**src/rtl/i2d_opsched_if.sv**
```systemverilog
// Decode-to-scheduler bundle for the i2d operand scheduler, plus the operand mux select encodings.
// Decode drives the master side; the scheduler (i2d_opsched) sits on the slave side.

`ifndef I2D_OPMUX_A_RA
`define I2D_OPMUX_A_RA    2'd0
`define I2D_OPMUX_A_ID_PC 2'd1
`define I2D_OPMUX_A_ZERO  2'd2
`endif

`ifndef I2D_OPMUX_B_RB
`define I2D_OPMUX_B_RB    2'd0
`define I2D_OPMUX_B_IMM   2'd1
`define I2D_OPMUX_B_FOUR  2'd2
`endif

interface i2d_opsched_if #(
    parameter int RIDX_W = 5,
    parameter int PERF_W = 32
);
    logic              id_valid;
    logic              id_ready;
    logic [1:0]        id_asrc;
    logic [1:0]        id_bsrc;
    logic [RIDX_W-1:0] id_ra_idx;
    logic [RIDX_W-1:0] id_rb_idx;
    logic [RIDX_W-1:0] id_rd_idx;
    logic              id_wen;
    logic              id_is_load;
    logic              flush;
    logic [1:0]        sel_a;
    logic [1:0]        sel_b;
    logic [1:0]        fwd_a;
    logic [1:0]        fwd_b;
    logic [PERF_W-1:0] stall_cycles;

    modport master (
        output id_valid, id_asrc, id_bsrc, id_ra_idx, id_rb_idx, id_rd_idx,
               id_wen, id_is_load, flush,
        input  id_ready, sel_a, sel_b, fwd_a, fwd_b, stall_cycles
    );

    modport slave (
        input  id_valid, id_asrc, id_bsrc, id_ra_idx, id_rb_idx, id_rd_idx,
               id_wen, id_is_load, flush,
        output id_ready, sel_a, sel_b, fwd_a, fwd_b, stall_cycles
    );
endinterface

```
**src/rtl/i2d_opsched.sv**
```systemverilog
// Operand scheduler: EX/MEM write scoreboard, load-use stall and forwarding selects at decode.
// Optional stall counter enabled by defining I2D_OPSCHED_PERF_EN.

module i2d_opsched #(
    parameter int RIDX_W = 5,
    parameter int PERF_W = 32
) (
    input  logic          clk,
    input  logic          rst,
    i2d_opsched_if.slave  bus
);

    localparam logic [1:0] FWD_RF  = 2'b00;
    localparam logic [1:0] FWD_EX  = 2'b01;
    localparam logic [1:0] FWD_MEM = 2'b10;

    logic              r_exValid;
    logic [RIDX_W-1:0] r_exRd;
    logic              r_exLoad;
    logic              r_memValid;
    logic [RIDX_W-1:0] r_memRd;
    logic              r_memLoad;

    logic w_aCheck, w_bCheck;
    logic w_aExHit, w_bExHit;
    logic w_aMemHit, w_bMemHit;
    logic w_aLoadUse, w_bLoadUse;
    logic w_ready;
    logic w_issue;
    logic w_exWrite;
    logic [1:0] w_fwdA, w_fwdB;

    // Only register-sourced operands with a non-zero index can be hazards.
    assign w_aCheck = (bus.id_asrc == `I2D_OPMUX_A_RA) && (bus.id_ra_idx != '0);
    assign w_bCheck = (bus.id_bsrc == `I2D_OPMUX_B_RB) && (bus.id_rb_idx != '0);

    assign w_aExHit  = w_aCheck && r_exValid  && (r_exRd  == bus.id_ra_idx);
    assign w_bExHit  = w_bCheck && r_exValid  && (r_exRd  == bus.id_rb_idx);
    assign w_aMemHit = w_aCheck && r_memValid && (r_memRd == bus.id_ra_idx);
    assign w_bMemHit = w_bCheck && r_memValid && (r_memRd == bus.id_rb_idx);

    assign w_aLoadUse = w_aExHit && r_exLoad;
    assign w_bLoadUse = w_bExHit && r_exLoad;

    assign w_ready   = rst && !(w_aLoadUse || w_bLoadUse);
    assign w_issue   = bus.id_valid && w_ready;
    assign w_exWrite = w_issue && !bus.flush && bus.id_wen && (bus.id_rd_idx != '0);

    // Youngest producer wins; a stalled operand reads the regfile path until the load reaches MEM.
    always_comb begin
        w_fwdA = FWD_RF;
        w_fwdB = FWD_RF;
        if (rst) begin
            if (w_aExHit) begin
                w_fwdA = r_exLoad ? FWD_RF : FWD_EX;
            end else if (w_aMemHit) begin
                w_fwdA = FWD_MEM;
            end
            if (w_bExHit) begin
                w_fwdB = r_exLoad ? FWD_RF : FWD_EX;
            end else if (w_bMemHit) begin
                w_fwdB = FWD_MEM;
            end
        end
    end

    assign bus.id_ready = w_ready;
    assign bus.sel_a    = bus.id_asrc;
    assign bus.sel_b    = bus.id_bsrc;
    assign bus.fwd_a    = w_fwdA;
    assign bus.fwd_b    = w_fwdB;

    // MEM always takes the old EX; EX takes a bubble on stall, flush or non-writing issue.
    always_ff @(posedge clk) begin
        if (!rst) begin
            r_exValid  <= 1'b0;
            r_exRd     <= '0;
            r_exLoad   <= 1'b0;
            r_memValid <= 1'b0;
            r_memRd    <= '0;
            r_memLoad  <= 1'b0;
        end else begin
            r_memValid <= r_exValid;
            r_memRd    <= r_exRd;
            r_memLoad  <= r_exLoad;
            if (w_exWrite) begin
                r_exValid <= 1'b1;
                r_exRd    <= bus.id_rd_idx;
                r_exLoad  <= bus.id_is_load;
            end else begin
                r_exValid <= 1'b0;
                r_exRd    <= '0;
                r_exLoad  <= 1'b0;
            end
        end
    end

`ifdef I2D_OPSCHED_PERF_EN
    logic [PERF_W-1:0] r_stallCycles;

    // Saturating count of cycles where decode waits on the scheduler.
    always_ff @(posedge clk) begin
        if (!rst) begin
            r_stallCycles <= '0;
        end else if (bus.id_valid && !w_ready && (r_stallCycles != '1)) begin
            r_stallCycles <= r_stallCycles + 1'b1;
        end
    end

    assign bus.stall_cycles = r_stallCycles;
`else
    assign bus.stall_cycles = '0;
`endif

endmodule

```
**src/flat_wrapper.sv**
```systemverilog
// flat-port wrapper written by rule: the top's interface ports become plain ports
module i2d_opsched_flat 
#(
    parameter int RIDX_W = 5,
    parameter int PERF_W = 32
)
  (clk, rst, bus_id_valid, bus_id_asrc, bus_id_bsrc, bus_id_ra_idx, bus_id_rb_idx, bus_id_rd_idx, bus_id_wen, bus_id_is_load, bus_flush, bus_id_ready, bus_sel_a, bus_sel_b, bus_fwd_a, bus_fwd_b, bus_stall_cycles);
  i2d_opsched_if #(.RIDX_W(RIDX_W), .PERF_W(PERF_W)) bus_i ();
  input  logic clk;
  input  logic rst;
  input wire logic [$bits(bus_i.id_valid)-1:0] bus_id_valid;
  input wire logic [$bits(bus_i.id_asrc)-1:0] bus_id_asrc;
  input wire logic [$bits(bus_i.id_bsrc)-1:0] bus_id_bsrc;
  input wire logic [$bits(bus_i.id_ra_idx)-1:0] bus_id_ra_idx;
  input wire logic [$bits(bus_i.id_rb_idx)-1:0] bus_id_rb_idx;
  input wire logic [$bits(bus_i.id_rd_idx)-1:0] bus_id_rd_idx;
  input wire logic [$bits(bus_i.id_wen)-1:0] bus_id_wen;
  input wire logic [$bits(bus_i.id_is_load)-1:0] bus_id_is_load;
  input wire logic [$bits(bus_i.flush)-1:0] bus_flush;
  output wire logic [$bits(bus_i.id_ready)-1:0] bus_id_ready;
  output wire logic [$bits(bus_i.sel_a)-1:0] bus_sel_a;
  output wire logic [$bits(bus_i.sel_b)-1:0] bus_sel_b;
  output wire logic [$bits(bus_i.fwd_a)-1:0] bus_fwd_a;
  output wire logic [$bits(bus_i.fwd_b)-1:0] bus_fwd_b;
  output wire logic [$bits(bus_i.stall_cycles)-1:0] bus_stall_cycles;
  assign bus_i.id_valid = bus_id_valid;
  assign bus_i.id_asrc = bus_id_asrc;
  assign bus_i.id_bsrc = bus_id_bsrc;
  assign bus_i.id_ra_idx = bus_id_ra_idx;
  assign bus_i.id_rb_idx = bus_id_rb_idx;
  assign bus_i.id_rd_idx = bus_id_rd_idx;
  assign bus_i.id_wen = bus_id_wen;
  assign bus_i.id_is_load = bus_id_is_load;
  assign bus_i.flush = bus_flush;
  assign bus_id_ready = bus_i.id_ready;
  assign bus_sel_a = bus_i.sel_a;
  assign bus_sel_b = bus_i.sel_b;
  assign bus_fwd_a = bus_i.fwd_a;
  assign bus_fwd_b = bus_i.fwd_b;
  assign bus_stall_cycles = bus_i.stall_cycles;
  i2d_opsched #(.RIDX_W(RIDX_W), .PERF_W(PERF_W)) u_core (.clk(clk), .rst(rst), .bus(bus_i));
endmodule
```
**config.mk**
```make
export PLATFORM = sky130hd
export DESIGN_NAME = i2d_opsched_flat
export DESIGN_NICKNAME = d
export VERILOG_FILES = /design/src/rtl/i2d_opsched_if.sv /design/src/rtl/i2d_opsched.sv /design/src/flat_wrapper.sv
export SDC_FILE = /design/constraint.sdc
export NUM_CORES = 1
export LEC_CHECK = 0
export ABC_AREA = 1
export CAP_MARGIN = 25
export CORE_MARGIN = 5
export CORE_UTILIZATION = 40
export DETAILED_ROUTE_END_ITERATION = 10
export HOLD_SLACK_MARGIN = 0.1
export MAX_ROUTING_LAYER = met4
export PLACE_DENSITY = 0.85
export SYNTH_ARGS = -nofsm -noshare
export SYNTH_HDL_FRONTEND = slang
export SYNTH_SLANG_ARGS = --single-unit
```
**constraint.sdc**
```tcl
create_clock -name clk -period 2.91 [get_ports clk]
set_clock_uncertainty 0.1 [all_clocks]
set_input_delay 0.582 -clock clk [delete_from_list [all_inputs] [get_ports clk]]
set_output_delay 0.582 -clock clk [all_outputs]
set_load 0.01 [all_outputs]
```
==> results.py, run 1 <==
metrics = {
    "routing": {
        "drt_iter0_drc": 41,
        "via_per_inst": 4.165,
        "residual_drc_count": 0,
        "drt_wl_total_um": 2245,
        "postRouteAntennaNets": 0,
        "detailed_route_via_count": 1008,
        "post_drt_wl_per_cell_um": 9.277,
        "drt_pass_1_iters": 4,
    },
    "synthesis": {
        "synth_sequential_area_ratio": 0.2353,
        "yosysTopAreaCell": "buf_4",
        "yosysWarningCount": 0,
        "synthesis.area_um2": 1106,
        "ys_ff_latch": 13,
        "netlist.area_leader.share": 0.2511,
        "number_of_instances_in_the_synthesized_netlist": 170,
        "avgSynthCellArea_um2": 6.506,
        "synthTopCellsByArea": "buf_4 (25%), dfxtp_1 (24%), inv_1 (11%)",
        "synth.distinct_cells": 22,
    },
    "floorplan": {
        "core-area_um2": 2710,
        "start_util": 0.4081,
        "die_height_um": 62.59,
        "rows": 19,
        "io_pins": 66,
        "die_width_um": 62.59,
        "dieArea_um2": 3917,
    },
    "placement": {
        "setup_slack_after_placement_ns": -0.08881,
        "buffer_ports.inserted": 33,
        "placed_cell_area_um2": 1389,
        "dp.final_hpwl_um": 1979,
        "gp_congestion": 0.8612,
    },
    "timing": {
        "setup_slack_ns": 0.1726,
        "final.min_clock_period_ns": 2.737,
        "drv_slew": 0,
        "setup_viol": 0,
        "unrepaired_setup_endpoints_after_global_routing": "false",
        "fmax_mhz": 365.3,
        "finalCritPeriodShare": 0.9407,
        "tns_ns": 0,
        "hold_viol_final": 0,
    },
    "global_routing": {
        "grt_pass1_wl_um": 3567,
        "first_global_vias": 896,
        "gr-total-overflow": 0,
        "antenna_violations_before_repair": 0,
        "track_usage": 0.1138,
        "grt_start_max_net_pins": 10,
    },
    "layout": {
        "post_route_cells_drive_above_1_share": 0.09953,
        "antennaDiodeCount": 0,
        "syn_to_final_growth_pct": 27.38,
        "finalNetCount": 237,
        "finish.instance_area_um2": 1409,
        "finish.utilization": 0.5199,
        "layout_common_cells": "inv_1 (32), conb_1 (32), nand2_1 (31), clkdlybuf4s50_1 (28), nor2_1 (20)",
    },
    "setup_path": {
        "reg2reg_from": "u_core.r_exRd[2]$_SDFF_PN0_",
        "crit_path_start": "bus_id_ra_idx[3]",
        "critPathKind": "in2out",
        "critPathArrivalTime_ns": 2.06,
        "crit_path_start_kind": "primary input",
        "critical_path_required_ns": 2.23,
        "worstSetupEndpointType": "output pin",
        "crit_fanout": 4,
    },
    "clock_tree": {
        "path_clk_slew_ns": 0.07,
        "cts.hold.buffers_added": 0,
        "buffer_depth_of_the_longest_clock_path": 2,
        "clk_root_buffer_cell": "clkbuf_4",
        "clk_latency_ns": 0.27,
        "htree_levels": 1,
        "cts_tree": "yes",
        "tritoncts.num_buffers": 3,
        "cts.sinks": 13,
    },
    "power_and_ir_drop": {
        "reported_leakage_power_nw": 0.7934,
        "ir_drop_mv": 0.2213,
        "power_density_nw_per_um2": 284.5,
    },
    "run": {
        "cap_viol_max_count": 0,
    },
    "hold_path": {
        "hold_path.class": "reg2reg",
        "launch_point_of_the_worst_hold_path": "u_core.r_exValid$_SDFF_PN0_",
    },
    "status": {
        "status": "finished clean",
    },
}
## synthesized netlist by cell type (all sizes together)
library cell	instances
xor2	3
o221ai	1
nand4	3
nor3	3
buf	37
nor2	22
o22ai	2
nand3	10
a211oi	1
dfxtp	13
nand2	31
a21oi	5
o21ai	2
inv	33
conb	1
xnor2	2
o31ai	1
## report_power, final
| part | switching, mW | internal, mW |
|---|---|---|
| clock | 0.0518 | 0.0530 |
| combinational | 0.0573 | 0.0555 |
| sequential | 0.00254 | 0.180 |
| total | 0.112 | 0.289 |
## path summary, 6_finish.rpt
check / end / slack [ns] / cells past startpoint
min: u_core.r_memValid$_SDFF_PN0_ / 0.35 / 2
max: bus_id_ready / 0.17 / 9
min reg2reg: u_core.r_memValid$_SDFF_PN0_ / 0.35 / 2
max reg2reg: u_core.r_exRd[2]$_SDFF_PN0_ / 1.53 / 8
## metal layers
layer	track usage	part of all wire	up-vias
li1	-	-	530
met5	-	0	-
met3	0.03058	0.10	4
met4	0.04509	0.0076	0
met2	0.1995	0.49	40
met1	0.1204	0.40	434
## worst max-delay path: stages
cell and delay (ns):
clkdlybuf4s50_1 0.49, inv_1 0.09, a21oi_1 0.14, nand2_1 0.08, nor2_2 0.11, nand3_1 0.12
nand3_1 0.10, nand2_1 0.05, dlygate4sd2_1 0.28
## stage by stage
stage	instances	power [mW]	hold slack [ns]
detailed placement	238	0.2991	0.3384
global placement	238	0.2982	0.3213
finish	242	0.4008	0.3474
floorplan	201	0.2759	0.3133
global route	242	0.4248	0.3658
CTS	242	0.4054	0.3510
## area by class of cell
class                   instances  area [um2]
flip-flops and latches         13       260.3
well taps                      31       38.79
multi-input cells             118       560.5
clock buffers                   4       26.28
fillers                       277        1301
repair buffers                 43       399.1
inverters                      33       123.9
## state kept, by name (all words and copies together), names as in the netlist
signal and cells:
u_core.r_exLoad 1, u_core.r_exRd 5, u_core.r_exValid 1, u_core.r_memRd 5, u_core.r_memValid 1
## repair_timing
item / in CTS / in global routing
buffers inserted: 0 / 0
endpoints found under the setup margin: 5 / 0
gates resized for setup: 5 / 0
## cells by family after synthesis
family                    synth area share
xor gates and xnor gates           0.03960
buffers and inverters               0.3631
other                             0.003390
AOI/OAI and AO/OA                  0.06447
DFF                                 0.2353
and+or+nand+nor                     0.2941
Power figures use the tool's default switching activity.
==> run 2, diff against run 1 <==
PLACE_DENSITY = 0.84   (was 0.85)
==> run 2 against run 1 <==
Die area did not move. Via count fell by 1.4%. Wire length rose by 4.1%. Power fell by 0.31%. Setup slack got worse by 0.014 ns. Sequential share of layout area rose by 0.099 points. Maximum frequency fell by 0.51%. First-iteration DRC count rose by 32%. Sequential cell count did not move. Global-route usage barely moved.
==> results.py, run 2 (synthesis results as in run 1) <==
metrics = {
    "timing": {
        "setup_slack_ns": 0.1584,
        "final.hold.worst_slack_ns": 0.3371,
        "unrepaired_setup_endpoints_after_global_routing": "false",
        "tns_ns": 0,
        "setup_viol": 0,
        "drv_slew": 0,
        "hold_viol_final": 0,
        "fmax_mhz": 363.4,
        "finalCritPeriodShare": 0.9456,
        "final.min_clock_period_ns": 2.752,
    },
    "global_routing": {
        "first_global_vias": 913,
        "grt_start_max_net_pins": 10,
        "gr-total-overflow": 0,
        "antenna_violations_before_repair": 0,
        "grt_pass1_wl_um": 3650,
        "track_usage": 0.1142,
    },
    "setup_path": {
        "worstSetupEndpointType": "output pin",
        "critPathArrivalTime_ns": 2.07,
        "critical_path_required_ns": 2.23,
        "critPathKind": "in2out",
        "crit_fanout": 4,
        "crit_path_start_kind": "primary input",
    },
    "clock_tree": {
        "cts_tree": "yes",
        "path_clk_slew_ns": 0.07,
        "tritoncts.num_buffers": 3,
        "clk_latency_ns": 0.26,
        "cts.sinks": 13,
        "clk_root_buffer_cell": "clkbuf_4",
        "htree_levels": 1,
        "buffer_depth_of_the_longest_clock_path": 2,
        "post_cts_buffers": 0,
    },
    "layout": {
        "finish.utilization": 0.5171,
        "antennaDiodeCount": 0,
        "layout_common_cells": "inv_1 (32), conb_1 (32), nand2_1 (31), clkdlybuf4s50_1 (28), nor2_1 (20)",
        "syn_to_final_growth_pct": 26.70,
        "post_route_cells_drive_above_1_share": 0.09524,
        "layout_cells_excl_fill": 241,
        "finalNetCount": 236,
        "reg.largest.list": "u_core.r_exRd x5, u_core.r_memRd x5",
        "finish.instance_area_um2": 1401,
    },
    "placement": {
        "gp_congestion": 0.9100,
        "numPlacedInstances": 237,
        "buffer_ports.inserted": 33,
        "dp.final_hpwl_um": 2043,
        "placed_cell_area_um2": 1381,
        "setup_slack_after_placement_ns": -0.07981,
    },
    "routing": {
        "post_drt_wl_per_cell_um": 9.701,
        "detailed_route_via_count": 994,
        "postRouteAntennaNets": 0,
        "residual_drc_count": 0,
        "drt_iter0_drc": 54,
        "via_per_inst": 4.124,
        "drt_wl_total_um": 2338,
        "drt_pass_1_iters": 4,
    },
    "floorplan": {
        "die_width_um": 62.59,
        "rows": 19,
        "dieArea_um2": 3917,
        "start_util": 0.4081,
        "core-area_um2": 2710,
        "io_pins": 66,
        "die_height_um": 62.59,
    },
    "hold_path": {
        "hold_path.class": "reg2reg",
    },
    "status": {
        "status": "finished clean",
    },
    "power_and_ir_drop": {
        "overall_power_of_the_completed_layout_mw": 0.3995,
        "ir_drop_mv": 0.1875,
        "reported_leakage_power_nw": 0.7886,
        "power_density_nw_per_um2": 285.1,
    },
    "run": {
        "cap_viol_max_count": 0,
    },
}
run 2: final cells by class:
class	instances	area, um2
Sequential cell	13	260.3
Clock buffer	4	26.28
Inverter	33	123.9
Multi-Input combinational cell	118	560.5
Timing Repair Buffer	42	391.6
Tap cell	31	38.79
Fill cell	285	1309
run 2: metal layers:
| metal | vias to the layer above | GRT usage | wire length (um) |
|---|---|---|---|
| li1 | 531 | - | - |
| met1 | 424 | 0.1280 | 944 |
| met2 | 37 | 0.1969 | 1186 |
| met3 | 2 | 0.02878 | 200 |
| met4 | 0 | 0.03714 | 6 |
| met5 | - | - | 0 |
run 2: worst max-delay path, cell delays in order:
cell and delay, ns:
clkdlybuf4s50_1 0.49, inv_1 0.10, a21oi_1 0.15, nand2_1 0.08
nor2_2 0.11, nand3_1 0.12, nand3_1 0.10, nand2_1 0.05
dlygate4sd2_1 0.28
run 2: power by group:
part / internal [mW] / total (mW) / leakage (nW) / switching, mW
logic: 0.0547 / 0.113 / 0.668 / 0.0578
registers: 0.180 / 0.183 / 0.105 / 0.00259
clock network: 0.0529 / 0.104 / 0.0150 / 0.0510
total: 0.288 / 0.400 / 0.789 / 0.111
run 2: worst paths after layout:
| check | start | slack, ns | end | cells past startpoint |
|---|---|---|---|---|
| max | bus_id_ra_idx[3] | 0.16 | bus_id_ready | 9 |
| min | u_core.r_exValid$_SDFF_PN0_ | 0.34 | u_core.r_memValid$_SDFF_PN0_ | 2 |
| max reg2reg | u_core.r_exRd[2]$_SDFF_PN0_ | 1.51 | u_core.r_exRd[2]$_SDFF_PN0_ | 8 |
| min reg2reg | u_core.r_exValid$_SDFF_PN0_ | 0.34 | u_core.r_memValid$_SDFF_PN0_ | 2 |
run 2: repair_timing:
action | in CTS | in global routing
hold buffers | 0 | 0
endpoints found under the setup margin | 5 | 0
resized for setup | 5 | 0
